File: config.mk
export PLATFORM = sky130hd
export DESIGN_NAME = hartslag_gen
export DESIGN_NICKNAME = d
export VERILOG_FILES = /design/src/rtl/hartslag_pkg.sv /design/src/rtl/hartslag_oneshot.sv /design/src/rtl/hartslag_gen.sv
export SDC_FILE = /design/constraint.sdc
export NUM_CORES = 1
export LEC_CHECK = 0
export CORE_ASPECT_RATIO = 2
export CORE_UTILIZATION = 58
export DETAILED_ROUTE_END_ITERATION = 6
export PLACE_DENSITY = 0.81
export SYNTH_ARGS = -nofsm -noshare
export SYNTH_HDL_FRONTEND = slang
export SYNTH_SLANG_ARGS = --single-unit
File: constraint.sdc
create_clock -name clk -period 5.1 [get_ports clk]
set_input_delay 0.765 -clock clk [delete_from_list [all_inputs] [get_ports clk]]
set_output_delay 0.765 -clock clk [all_outputs]
set_load 0.02 [all_outputs]
File: src/rtl/hartslag_pkg.sv
// Shared types and helpers for the heartbeat stimulus transmitter.
package hartslag_pkg;

  // Default width of the rate and beat-count buses.
  localparam int RATE_W_DEFAULT = 8;

  // Transmitter operating states.
  typedef enum logic [1:0] {
    IDLE  = 2'd0,
    RUN   = 2'd1,
    DRAIN = 2'd2
  } state_t;

  // Highest beat count per window that still leaves at least pulse_w low
  // cycles between consecutive pulses.
  function automatic int max_rate(input int window_cycles, input int pulse_w);
    return window_cycles / (2 * pulse_w);
  endfunction

endpackage

File: src/rtl/hartslag_oneshot.sv
// Fixed-width pulse generator: a start strobe yields PULSE_W high cycles,
// beginning one cycle after the strobe. Strobes while busy are ignored.
module hartslag_oneshot #(
  parameter int PULSE_W = 4
) (
  input  logic clk,
  input  logic reset,
  input  logic start,
  output logic pulse_out,
  output logic busy
);

  localparam int CW = (PULSE_W < 1) ? 1 : $clog2(PULSE_W + 1);

  logic [CW-1:0] remaining;

  // Remaining high cycles: load on an accepted start, count down to zero.
  always_ff @(posedge clk) begin
    // NOTE: sequential state is written with non-blocking assignments so every
    // register samples the pre-edge values, independent of statement order.
    if (reset) begin
      remaining <= '0;
    end else if (start && (remaining == '0)) begin
      remaining <= CW'(PULSE_W);
    end else if (remaining != '0) begin
      remaining <= remaining - CW'(1);
    end
  end

  assign pulse_out = (remaining != '0);
  assign busy      = pulse_out;

endmodule

File: src/rtl/hartslag_gen.sv
// Heartbeat stimulus transmitter: N evenly spaced pulses per measurement
// window plus a one-cycle window tick on the last cycle of each window.
module hartslag_gen
  import hartslag_pkg::*;
#(
  parameter int WINDOW_CYCLES = 1000,
  parameter int PULSE_W       = 4,
  parameter int RATE_W        = RATE_W_DEFAULT
) (
  input  logic              clk,
  input  logic              reset,
  input  logic              enable,
  input  logic [RATE_W-1:0] rate_in,
  input  logic              rate_load,
  output logic              pulse_out,
  output logic              window_tick,
  output logic [RATE_W-1:0] beats_sent,
  output logic              rate_clamped,
  output logic              active
);

  localparam int MAX_RATE = max_rate(WINDOW_CYCLES, PULSE_W);
  localparam int CNT_W    = $clog2(WINDOW_CYCLES + 1);
  localparam int SUM_W    = CNT_W + 1;

  localparam logic [RATE_W-1:0] MAX_RATE_V = RATE_W'(MAX_RATE);
  localparam logic [CNT_W-1:0]  LAST_IDX   = CNT_W'(WINDOW_CYCLES - 1);
  localparam logic [SUM_W-1:0]  WIN_SUM    = SUM_W'(WINDOW_CYCLES);

  state_t             state;
  state_t             state_next;
  logic [RATE_W-1:0]  shadow_rate;
  logic [RATE_W-1:0]  active_rate;
  logic [RATE_W-1:0]  eff_rate;
  logic [CNT_W-1:0]   acc;
  logic [CNT_W-1:0]   acc_next;
  logic [CNT_W-1:0]   win_cnt;
  logic [SUM_W-1:0]   sum;
  logic [RATE_W-1:0]  win_beats;
  logic               pulse_start;
  logic               last_cycle;
  logic               pulse_busy;

  // Rate accumulator and window decode; starts only happen in RUN.
  always_comb begin
    // NOTE: every always_comb output gets a default first so no path leaves
    // it unassigned, which would otherwise infer a latch.
    eff_rate    = shadow_rate;
    sum         = {1'b0, acc} + SUM_W'(active_rate);
    acc_next    = acc;
    pulse_start = 1'b0;
    last_cycle  = 1'b0;
    if (shadow_rate > MAX_RATE_V) begin
      eff_rate = MAX_RATE_V;
    end
    if (state == RUN) begin
      last_cycle = (win_cnt == LAST_IDX);
      if (sum >= WIN_SUM) begin
        pulse_start = 1'b1;
        acc_next    = CNT_W'(sum - WIN_SUM);
      end else begin
        acc_next    = CNT_W'(sum);
      end
    end
  end

  // Next-state logic: DRAIN lets an in-flight pulse finish before IDLE.
  always_comb begin
    state_next = state;
    case (state)
      IDLE:    if (enable)      state_next = RUN;
      RUN:     if (!enable)     state_next = DRAIN;
      DRAIN:   if (!pulse_busy) state_next = IDLE;
      default:                  state_next = IDLE;
    endcase
  end

  // State register.
  always_ff @(posedge clk) begin
    if (reset) begin
      state <= IDLE;
    end else begin
      state <= state_next;
    end
  end

  // Shadow rate capture, per-window counting and window-boundary updates.
  always_ff @(posedge clk) begin
    if (reset) begin
      shadow_rate  <= '0;
      rate_clamped <= 1'b0;
      active_rate  <= '0;
      acc          <= '0;
      win_cnt      <= '0;
      win_beats    <= '0;
      beats_sent   <= '0;
    end else begin
      if (rate_load) begin
        shadow_rate  <= rate_in;
        rate_clamped <= (rate_in > MAX_RATE_V);
      end
      case (state)
        IDLE: begin
          acc         <= '0;
          win_cnt     <= '0;
          win_beats   <= '0;
          active_rate <= eff_rate;
        end
        RUN: begin
          if (last_cycle) begin
            // A start on this same last cycle still belongs to this window.
            beats_sent  <= win_beats + RATE_W'(pulse_start);
            acc         <= '0;
            win_cnt     <= '0;
            win_beats   <= '0;
            active_rate <= eff_rate;
          end else begin
            acc       <= acc_next;
            win_cnt   <= win_cnt + CNT_W'(1);
            win_beats <= win_beats + RATE_W'(pulse_start);
          end
        end
        default: begin
          // DRAIN holds the window state until IDLE clears it.
        end
      endcase
    end
  end

  hartslag_oneshot #(
    .PULSE_W (PULSE_W)
  ) u_oneshot (
    .clk       (clk),
    .reset     (reset),
    .start     (pulse_start),
    .pulse_out (pulse_out),
    .busy      (pulse_busy)
  );

  assign window_tick = last_cycle;
  assign active      = (state != IDLE);

endmodule

* Yosys cells after proc, flatten, opt, wreduce, memory -nomap -nowiden *
Cells that the tools add are included.

word-level totals
  register bits after elaboration = 58
  input bits = 12
  output and inout port bits = 12

cells by class
  add/sub/neg operators = 5
  $lt $le $gt $ge = 3
  equality and inequality tests = 7
  multiplexer cells = 19
  reductions and logical operators = 11

operators with widths
  operator                number
  $pmux 10 s2             2
  $pmux 8 s2              2
  $mux 10                 3
  $mux 8                  3
  $gt 8x7->1 const B      2
  $add 10x8->11           1
  $ge 11x10->1 const B    1
  $add 10x1->10 const B   1
  $eq 10x10->1 const B    1
  $sub 10x10->10 const B  1
  $add 8x1->8             1
  $ne 2x2->1 const B      4
  $mux 2                  3
  $mux 3                  2
  $pmux 2 s3              1
  $reduce_bool 2->1       3
  $reduce_and 2->1        2
  $logic_not 3->1         1
  $mux 1                  3
  $reduce_and 3->1        1
  $reduce_bool 3->1       1
  $sub 3x1->3 const B     1
  $eq 2x1->1 const B      1
  $eq 2x2->1 const B      1
  3 further kinds         3

* Longest topological paths before layout *
  depth in word-level cells = 7
  depth in mapped cells = 21

* Cells and area by module *
Synthesis repeated with hierarchy kept, for this count alone.

unflattened totals
  cell total of the unflattened synthesis = 373
  area, all modules = 3,126.7 µm²

by module, submodules not included
  module            times used  cells an instance  area an instance (µm²)
  hartslag_gen      1           355                2,951.6
  hartslag_oneshot  1           18                 175.2

* Least setup slack after synthesis *
Ideal clock, no wire load.

  path kind = register to register
  from = register active_rate[0]
  to = register win_beats[6]
  arrival time = 3.468 ns
  slack = 1.505 ns
  cell stages (with the launch flop) = 22
  period minus slack after synthesis = 3.595 ns
  cell sequence = dfxtp_1 -> ha_1 -> inv_1 -> fa_1 -> nand2b_1 -> a21oi_1 -> xor2_1 -> inv_1 -> ha_1 -> o31ai_1 -> and4bb_1 -> a311o_1 -> buf_6 -> nand3b_1 -> inv_1 -> ha_1 -> ha_1 -> nand3_1 -> nor2_1 -> xor2_1 -> a22oi_1 -> nor2_1

between the ends
  cells in the longest elaborated chain, start to end = 7

ends and longest elaborated chain
  item                    line                 text
  start, declared         hartslag_gen.sv:33   logic [RATE_W-1:0] active_rate;
  start signal, assigned  hartslag_gen.sv:107  active_rate <= eff_rate;
  start signal, assigned  hartslag_gen.sv:116  active_rate <= eff_rate;
  $add 10x8->11           hartslag_gen.sv:49   sum = {1'b0, acc} + SUM_W'(active_rate);
  $ge 11x10->1            hartslag_gen.sv:58   if (sum >= WIN_SUM) begin
  $mux 1                  hartslag_gen.sv:58
  $mux 1                  hartslag_gen.sv:56   if (state == RUN) begin
  $add 8x1->8             hartslag_gen.sv:120  win_beats <= win_beats + RATE_W'(pulse_start);
  $mux 8                  hartslag_gen.sv:110  if (last_cycle) begin
  $pmux 8 s2              hartslag_gen.sv:102  case (state)
  end signal, assigned    hartslag_gen.sv:120
  end, declared           hartslag_gen.sv:39   logic [RATE_W-1:0] win_beats;

Every way passes these cells.
A chain may end at the register's enable or synchronous reset.

* Final worst setup path *
  from = register active_rate[0]
  to = register win_beats[7]

The elaborated chain is that of the path after synthesis.

==> impl_metrics.csv <==
group,metric,value,unit
run_status,status,"finished, final reports clean",
global_routing,first_global_vias,2702,
critical_path,r2r_slack,0.88,ns
routing,drcViolationCount,0,
routing,wl,7230,um
synth,synth_cells,376,
place,placed_area,3340,um2
clocking,htree_levels,3,
synth,yosysWarnings,0,
routing,wl_per_cell,16.0,um
critical_path,critPathMaxFanout,9,
critical_path,path_class,"register to register",
global_routing,track_usage,0.293,
place,portBuffers,23,
clocking,clock_latency,0.34,ns
power_and_ir_drop,pwr-share-clk,0.371,
timing,drv_slew,0,
clocking,clock_tree.buffer_depth,2,
place,dp.cells,438,
timing,tightest_slew,1.12,ns
clocking,clock_sinks,58,
die,die_width,53.9,um
timing,hold_viol_final,0,
synth,synth-seq-area-share,0.371,
timing,fin_crit,4.22,ns
synth,syn_nets,403,
critical_path,end_kind,"register",
routing,via_count,2812,
finish,nNetsFinal,418,
critical_path,worst_ep_arrival_time,4.41,ns
power_and_ir_drop,combPwrFrac,0.179,
power_and_ir_drop,internal_power,0.794,mW
global_routing,grt_max_degree,60,
finish,multi_input_area,1830,um2
place,dp_slack,0.961,ns
routing,via_per_inst,6.21,
clocking,cts_buffers,9,
timing,setup_viol,0,
synth,synthesis.area,3130,um2
clocking,path_clk_slew,0.06,ns
timing,fin_skew,0.00735,ns
power_and_ir_drop,peakVddDrop,0.244,mV
routing,first_iter_violations,85,
routing,postRouteAntennaNets,0,
power_and_ir_drop,switching_share,0.280,
timing,worst_slack,0.881,ns
finish,n_antenna_cell,0,
critical_path,cp_slowest_cell,"fa_1",
power_and_ir_drop,pwr-share-seq,0.450,
critical_path,path_cells,"ha_1 > inv_1 > fa_1 > nand2b_1 > a21oi_1 > xor2_1 > inv_1 > ha_1 > o31ai_1 > and4bb_1 > a311o_1 > nand3b_1 > inv_1 > ha_1 > nand3_1 > nor2_1 > nand3_1 > xor2_1 > o21ai_0 > nor2b_1",
power_and_ir_drop,p_leak,1.36,nW
synth,synth_edf_count,0,
critical_path,path_buf_inv,3,
die,core,5180,um2
power_and_ir_drop,powerDensity,313,nW/um2
die,die_h,106,um
clocking,post_cts_resized,0,
die,io_pins,24,
timing,rsz0062_at_grt,"false",
global_routing,antenna_found_initial,0,
global_routing,grt_pass1_wl,12200,um
hold_path,holdCritStartpoint,"shadow_rate[0]",
critical_path,critical_path.reg2reg.startpoint,"active_rate[0]",
die,start_util,0.604,
timing,fin_setup_tns,0,ns
finish,sequential_cell_area,1160,um2
critical_path,critPathLaunch,"active_rate[0]",
global_routing,overflow,0,
synth,ys_types,63,
clocking,cts_tree,"done",
routing,firstDrtPassIters,4,
finish,layout-drive-gt1-share,0.0734,
synth,async_flop_share,0,
synth,synthFlopType,"dfxtp_1",
place,place_congestion,0.882,
critical_path,max_stage_delay,0.39,ns
place,dp_hpwl,5090,um
timing,maxSlewHeadroom,0.248,
critical_path,critPathTopFamily,"simple AND/OR/NAND/NOR gates",
finish,final_util,0.681,
finish,instances_no_fill,453,
critical_path,critPathLaunchType,"register",
die,core.rowCount,37,
die,die_area,5710,um2
power_and_ir_drop,p_sw,0.309,mW
timing,holdWs,0.488,ns
power_and_ir_drop,p_total,1.10,mW
hold_path,hold_class,"register to register",
finish,final_cell_area,3530,um2
finish,fillers,445,
synth,ys_ff_latch,58,
job,drv_cap,0,
clocking,postCtsSetupRepairBufs,0,
clocking,cts-root-buf,"clkbuf_8",
timing,fmax,0.237,GHz
critical_path,cp.required,5.29,ns
finish,areaGrowthSynthToFinish,12.8,%
timing,period_share,0.827,
clocking,cts_hold_buf,0,
synth,avgSynthCellArea,8.32,um2
Yosys cell counts (all sizes together) (5+ instances only):
library cell / count / share of area
a211oi: 7 / 0.018
buf: 6 / 0.012
nand3: 16 / 0.026
a21oi: 20 / 0.032
a21o: 5 / 0.013
and3: 6 / 0.012
nor2: 62 / 0.074
nand2: 21 / 0.025
dfxtp: 58 / 0.37
ha: 14 / 0.056
nor2b: 6 / 0.012
mux2i: 14 / 0.045
inv: 12 / 0.014
clkbuf: 14 / 0.017
o21ai: 14 / 0.022
nand4: 6 / 0.012
a22oi: 8 / 0.019
nor3: 16 / 0.026
nand3b: 8 / 0.019
xor2: 5 / 0.014
layout by cell type (no fill, tap or decap), types with 6 or more instances in the layout:
cell type        count
nor2b_1              6
a21oi_1             20
o21ai_0             13
a22oi_1              8
and3_1               6
clkbuf_8            10
nor3_1              16
ha_1                14
dfxtp_1             58
nand2_1             21
nand3b_1             8
nor2_1              62
nand3_1             16
nand4_1              6
a211oi_1             6
mux2i_1             14
clkdlybuf4s50_1     22
inv_1               12
final timing paths:
kind | cells past startpoint | end
min reg2reg | 2 | active_rate[0]
max reg2reg | 20 | win_beats[7]
min | 2 | active_rate[0]
max | 20 | win_beats[7]
tightest hold or removal path: stages, from the launching register on:
cell      delay, ns
dfxtp_1        0.32
inv_1          0.05
a311oi_1       0.07
sequential cells by signal, indices dropped and copies added, names as in the netlist:
register             cells
state                    2
u_oneshot.remaining      3
rate_clamped             1
acc                     10
beats_sent               8
win_cnt                 10
win_beats                8
shadow_rate              8
active_rate              8
layout make-up:
cell class              count  share of cell area
clock buffers              12              0.0411
well taps                  58              0.0206
clock inverters             3              0.0113
inverters                  12              0.0128
repair buffers             24              0.0660
flip-flops and latches     58               0.329
multi-input cells         286               0.519
power groups by stage:
stage               sequential (mW)  combinational [mW]  clock, mW
CTS                           0.496               0.199      0.416
global route                  0.499               0.221      0.428
floorplan                     0.498               0.153          0
finish                        0.496               0.198      0.409
detailed placement            0.506               0.197          0
global placement              0.505               0.194          0
cells by family (layout without fill, tap and decap cells):
logic type	Yosys count	after routing	synth area share
adders and majority gates	15	15	0.0624
and+or+nand+nor	166	166	0.267
buffers and inverters	32	51	0.0436
AOI/OAI and AO/OA	81	81	0.182
DFF	58	58	0.371
xor gates and xnor gates	9	9	0.0252
muxes	15	15	0.0484
routing by layer:
| layer | wire [um] | up-vias | GRT usage |
|---|---|---|---|
| met5 | 0 | - | 0 |
| met2 | 4010 | 49 | 0.491 |
| met3 | 180 | 19 | 0.0462 |
| met4 | 223 | 0 | 0.186 |
| li1 | - | 1381 | - |
| met1 | 2820 | 1363 | 0.322 |
(Power assumes the default switching activity.)
==> RTL edit 1, RTL diff (same settings) <==
Register the outputs `window_tick` and `active`, with the module's reset; this adds one clock of latency there. The other outputs are not delayed to match.
--- a/src/rtl/hartslag_gen.sv
+++ b/src/rtl/hartslag_gen.sv
@@ -137,8 +137,15 @@
     .busy      (pulse_busy)
   );
 
-  assign window_tick = last_cycle;
-  assign active      = (state != IDLE);
+  always_ff @(posedge clk) begin
+    if (reset) begin
+      window_tick <= '0;
+      active      <= '0;
+    end else begin
+      window_tick <= last_cycle;
+      active      <= (state != IDLE);
+    end
+  end
 
 endmodule
 
Formal check against the unedited RTL: not equivalent (Yosys sat finds a counterexample within 4 cycles, from zero or initial values and one cycle with reset high).
==> RTL edit 1 against the original RTL <==
  * Global-route usage fell by 1.7 points
  * Hold slack got worse by 0.046 ns
  * Die area fell by 0.54%
  * Clock skew rose by 0.00075 ns
  * Sequential share of layout area rose by 1.2 points
  * Sequential cell count rose by 2
  * Area after synthesis fell by 0.56%
  * Combinational power fell by 11%
  * Final area fell by 0.21%
  * Fmax rose by 3.6%
  * Total power fell by 4.1%
  * Worst setup slack improved by 0.15 ns
  * Wire length fell by 5.2%
  * Critical endpoint unchanged
  * Largest power group unchanged
  * Highest routed layer unchanged
==> RTL edit 1: results (changes against the original RTL) <==
Run status
  – Status: finished clean (unchanged)

Worst setup path
  – Worst EP arrival: 4.27 ns (was 4.41 ns)
  – R2r worst-path depth: 19 (was 20)
  – Crit-path max FO: 5 (was 9)
  – R2R Setup Slk: 1.03 ns (was 0.88 ns)

Power and ir drop
  – Leak: 0.00138 uW (was 0.00136 uW)
  – Peak supply drop: 317 uV (was 244 uV)
  – Sw Pwr: 319 uW (was 309 uW)

Min path
  – Hold depth: 2 (unchanged)
  – Hold Startpoint: active_rate[7] (was shadow_rate[0])
  – Worst hold endpoint: active_rate[7] (was active_rate[0])

Route
  – 1st-pass router iterations: 4 (unchanged)
  – Final WL: 6860 microns (was 7230 microns)
  – Iter 0 DRT Violations: 80 (was 85)
  – Vias per cell: 6.14 (was 6.21)

Synth
  – Synth area leaders: dfxtp_1, nor2_1, ha_1 (unchanged)
  – Top post-synthesis cells by count: nor2_1, dfxtp_1, a21oi_1 (was nor2_1, dfxtp_1, nand2_1)
  – Post-Synth Adder-Cell Area: 6.27% (was 6.24%)
  – Distinct cell type count after synthesis: 55 (was 63)
  – Post-Synth XOR/XNOR Area: 4.50% (was 2.52%)
  – Post-synthesis sequential area ratio: 38.6% (was 37.1%)
  – Syn Nets: 392 (was 403)
  – Multiplexer area fraction after synthesis: 4.87% (was 4.84%)
  – Compound-Gate Fraction of Synth Area: 17.9% (was 18.2%)

GRT
  – Vias in the first global route: 2,732 (was 2,702)
  – First-pass GRT wire length: 11,700 microns (was 12,200 microns)
  – Pin count of the biggest net entering global routing: 59 (was 60)
  – Initial antenna violation count: 0 (unchanged)
  – All-Layer GR Usage: 27.6% (was 29.3%)

Placed design
  – Gpl congestion: 0.909 (was 0.882)
  – IO buf count: 23 (unchanged)
  – Setup WS pre-CTS: 1.05 ns (was 0.961 ns)
  – Final HPWL DP: 4870 microns (was 5090 microns)

Clocking
  – Root buf cell: clkbuf_8 (unchanged)
  – Worst-path clk slew: 0.07 ns
  – CTS max path bufs: 2 (unchanged)

Timing
  – Final Hold Slack: 0.442 ns (was 0.488 ns)
  – Worst Skew: 0.00809 ns (was 0.00735 ns)
  – Slew HR: 26.0% (was 24.8%)

Final layout
  – Layout cells sized above 1: 7.97% (was 7.34%)
  – Final nets: 411 (was 418)
[RTL edit 1: metal layers]
layer,wire length (microns),global-route usage (%),vias to the layer above
met2,3600,45.6,69
met3,239,7.07,18
li1,-,-,1353
met5,0,0,-
met4,201,14.1,0
met1,2820,30.9,1304
[RTL edit 1: through the flow]
step / area (sq um) / cells
after global routing: 3520 / 447
after detailed placement: 3350 / 431
after floorplan: 3110 / 365
final: 3520 / 447
after CTS: 3520 / 447
after global placement: 3350 / 431
[RTL edit 1: layout make-up]
class	instances	area (sq um)
fillers	402	1620
repair buffers	23	225
clock buffers	10	128
well taps	58	72.6
clock inverters	6	41.3
flip-flops and latches	60	1200
multi-input cells	278	1810
inverters	12	45.0
[RTL edit 1: power by group through the flow]
stage	Clock (uW)	Sequential, uW	Combinational [uW]
floorplan	0	514	127
global placement	0	520	171
finish	370	510	177
CTS	375	510	176
global route	393	514	199
detailed placement	0	521	175
==> RTL edit 2, RTL diff (same settings) <==
Made on the original files. The parameter `WINDOW_CYCLES` goes from 1000 to 2000.
--- a/src/rtl/hartslag_gen.sv
+++ b/src/rtl/hartslag_gen.sv
@@ -3,7 +3,7 @@
 module hartslag_gen
   import hartslag_pkg::*;
 #(
-  parameter int WINDOW_CYCLES = 1000,
+  parameter int WINDOW_CYCLES = 2000,
   parameter int PULSE_W       = 4,
   parameter int RATE_W        = RATE_W_DEFAULT
 ) (
Behaviour: not the same (Yosys sat finds a counterexample within 4 cycles, from zero or initial values and one cycle with reset high).
==> RTL edit 2 against the original RTL <==
  * Final area up 3.7%
  * Total power up 2.5%
  * Critical endpoint unchanged
  * Area after synthesis up 2.6%
  * Worst setup slack worse by 0.047 ns
  * Sequential cell count up 2
  * First-iteration DRC count down 22%
  * Wire length up 0.33%
  * Global-route usage down 0.70 points
==> RTL edit 2: results (changes against the original RTL) <==
Synth
  – Post-Synth XOR/XNOR Area: 3.82% (was 2.52%)
  – Synth area leaders: dfxtp_1, nor2_1, ha_1 (unchanged)
  – Compound-Gate Fraction of Synth Area: 19.8% (was 18.2%)
  – Multiplexer area fraction after synthesis: 4.09% (was 4.84%)
  – Top post-synthesis cells by count: dfxtp_1, nor2_1, nand2_1 (was nor2_1, dfxtp_1, nand2_1)
  – Post-Synth Adder-Cell Area: 6.47% (was 6.24%)
  – Distinct cell type count after synthesis: 53 (was 63)
  – Post-synthesis sequential area ratio: 37.4% (was 37.1%)

Route
  – Wl on met1: 2810 microns (was 2820 microns)
  – Vias per cell: 6.04 (was 6.21)
  – Iter 0 DRT Violations: 66 (was 85)

GRT
  – Pin count of the biggest net entering global routing: 59 (was 60)
  – First-pass GRT wire length: 12,100 microns (was 12,200 microns)
  – Vias in the first global route: 2,719 (was 2,702)
  – All-Layer GR Usage: 28.7% (was 29.3%)

Placed design
  – Gpl congestion: 0.907 (was 0.882)
  – Setup WS pre-CTS: 0.818 ns (was 0.961 ns)
  – Final HPWL DP: 5200 microns (was 5090 microns)

Power and ir drop
  – P_comb: 162 uW (was 198 uW)
  – Sw Pwr: 302 uW (was 309 uW)
  – Peak supply drop: 347 uV (was 244 uV)

Run status
  – Status: finished clean (unchanged)

Worst setup path
  – Critical-path top delay cell: nor4b_4 (was fa_1)
  – R2r worst-path depth: 21 (was 20)
  – Slowest stage delay, CP: 0.47 ns (was 0.39 ns)

Final layout
  – Largest regs: acc: 11 flops, win_cnt: 11 flops (was acc: 10 flops, win_cnt: 10 flops)
  – Layout cells sized above 1: 7.90% (was 7.34%)
  – Final nets: 428 (was 418)

Min path
  – Worst hold endpoint: acc[7] (was active_rate[0])
  – Hold Startpoint: acc[7] (was shadow_rate[0])
-- RTL edit 2: logic make-up after synthesis --
| logic type | count (synthesis) |
|---|---|
| compound gates | 94 |
| xor+xnor | 14 |
| fa+ha+maj | 16 |
| buf+inv | 30 |
| flops | 60 |
| mux | 13 |
| simple gates | 157 |
-- RTL edit 2: critical path: cells and delay by family (launching register included) --
| kind | cells | cell delay [ns] |
|---|---|---|
| simple gates | 9 | 1.55 |
| fa+ha+maj | 4 | 1.00 |
| compound gates | 5 | 0.79 |
| xor+xnor | 2 | 0.36 |
| buf+inv | 1 | 0.07 |
| flops | 1 | 0.34 |
-- RTL edit 2: worst max path at each step --
| stage | start | end | slack (ns) |
|---|---|---|---|
| finish | active_rate[0] | win_beats[7] | 0.83 |
| global route | active_rate[0] | win_beats[7] | 0.51 |
| CTS | active_rate[0] | win_beats[7] | 0.83 |
| detailed placement | active_rate[0] | win_beats[7] | 0.82 |
| global placement | active_rate[0] | win_beats[7] | 1.06 |
| floorplan | active_rate[0] | win_beats[7] | 1.30 |
-- RTL edit 2: per-stage QoR --
stage	total power [uW]	cells	util (%)	instance area, sq um
after floorplan	625	384	-	3210
after CTS	1140	465	68.1	3660
after detailed placement	672	449	64.1	3440
after global placement	668	449	64.1	3440
after global routing	1170	465	68.1	3660
final	1130	465	68.1	3660
-- RTL edit 2: area by class of cell --
cell class	instances	share of cell area [%]
Inverter	11	1.13
Clock inverter	7	2.50
Clock buffer	9	3.38
Timing Repair Buffer	24	6.36
Multi-Input combinational cell	294	51.8
Tap cell	60	2.05
Sequential cell	60	32.8
-- RTL edit 2: routing by layer --
layer / up-vias / global-route usage, %
li1: 1397 / -
met2: 62 / 46.6
met4: 0 / 18.9
met5: - / 0
met1: 1323 / 30.3
met3: 26 / 7.80
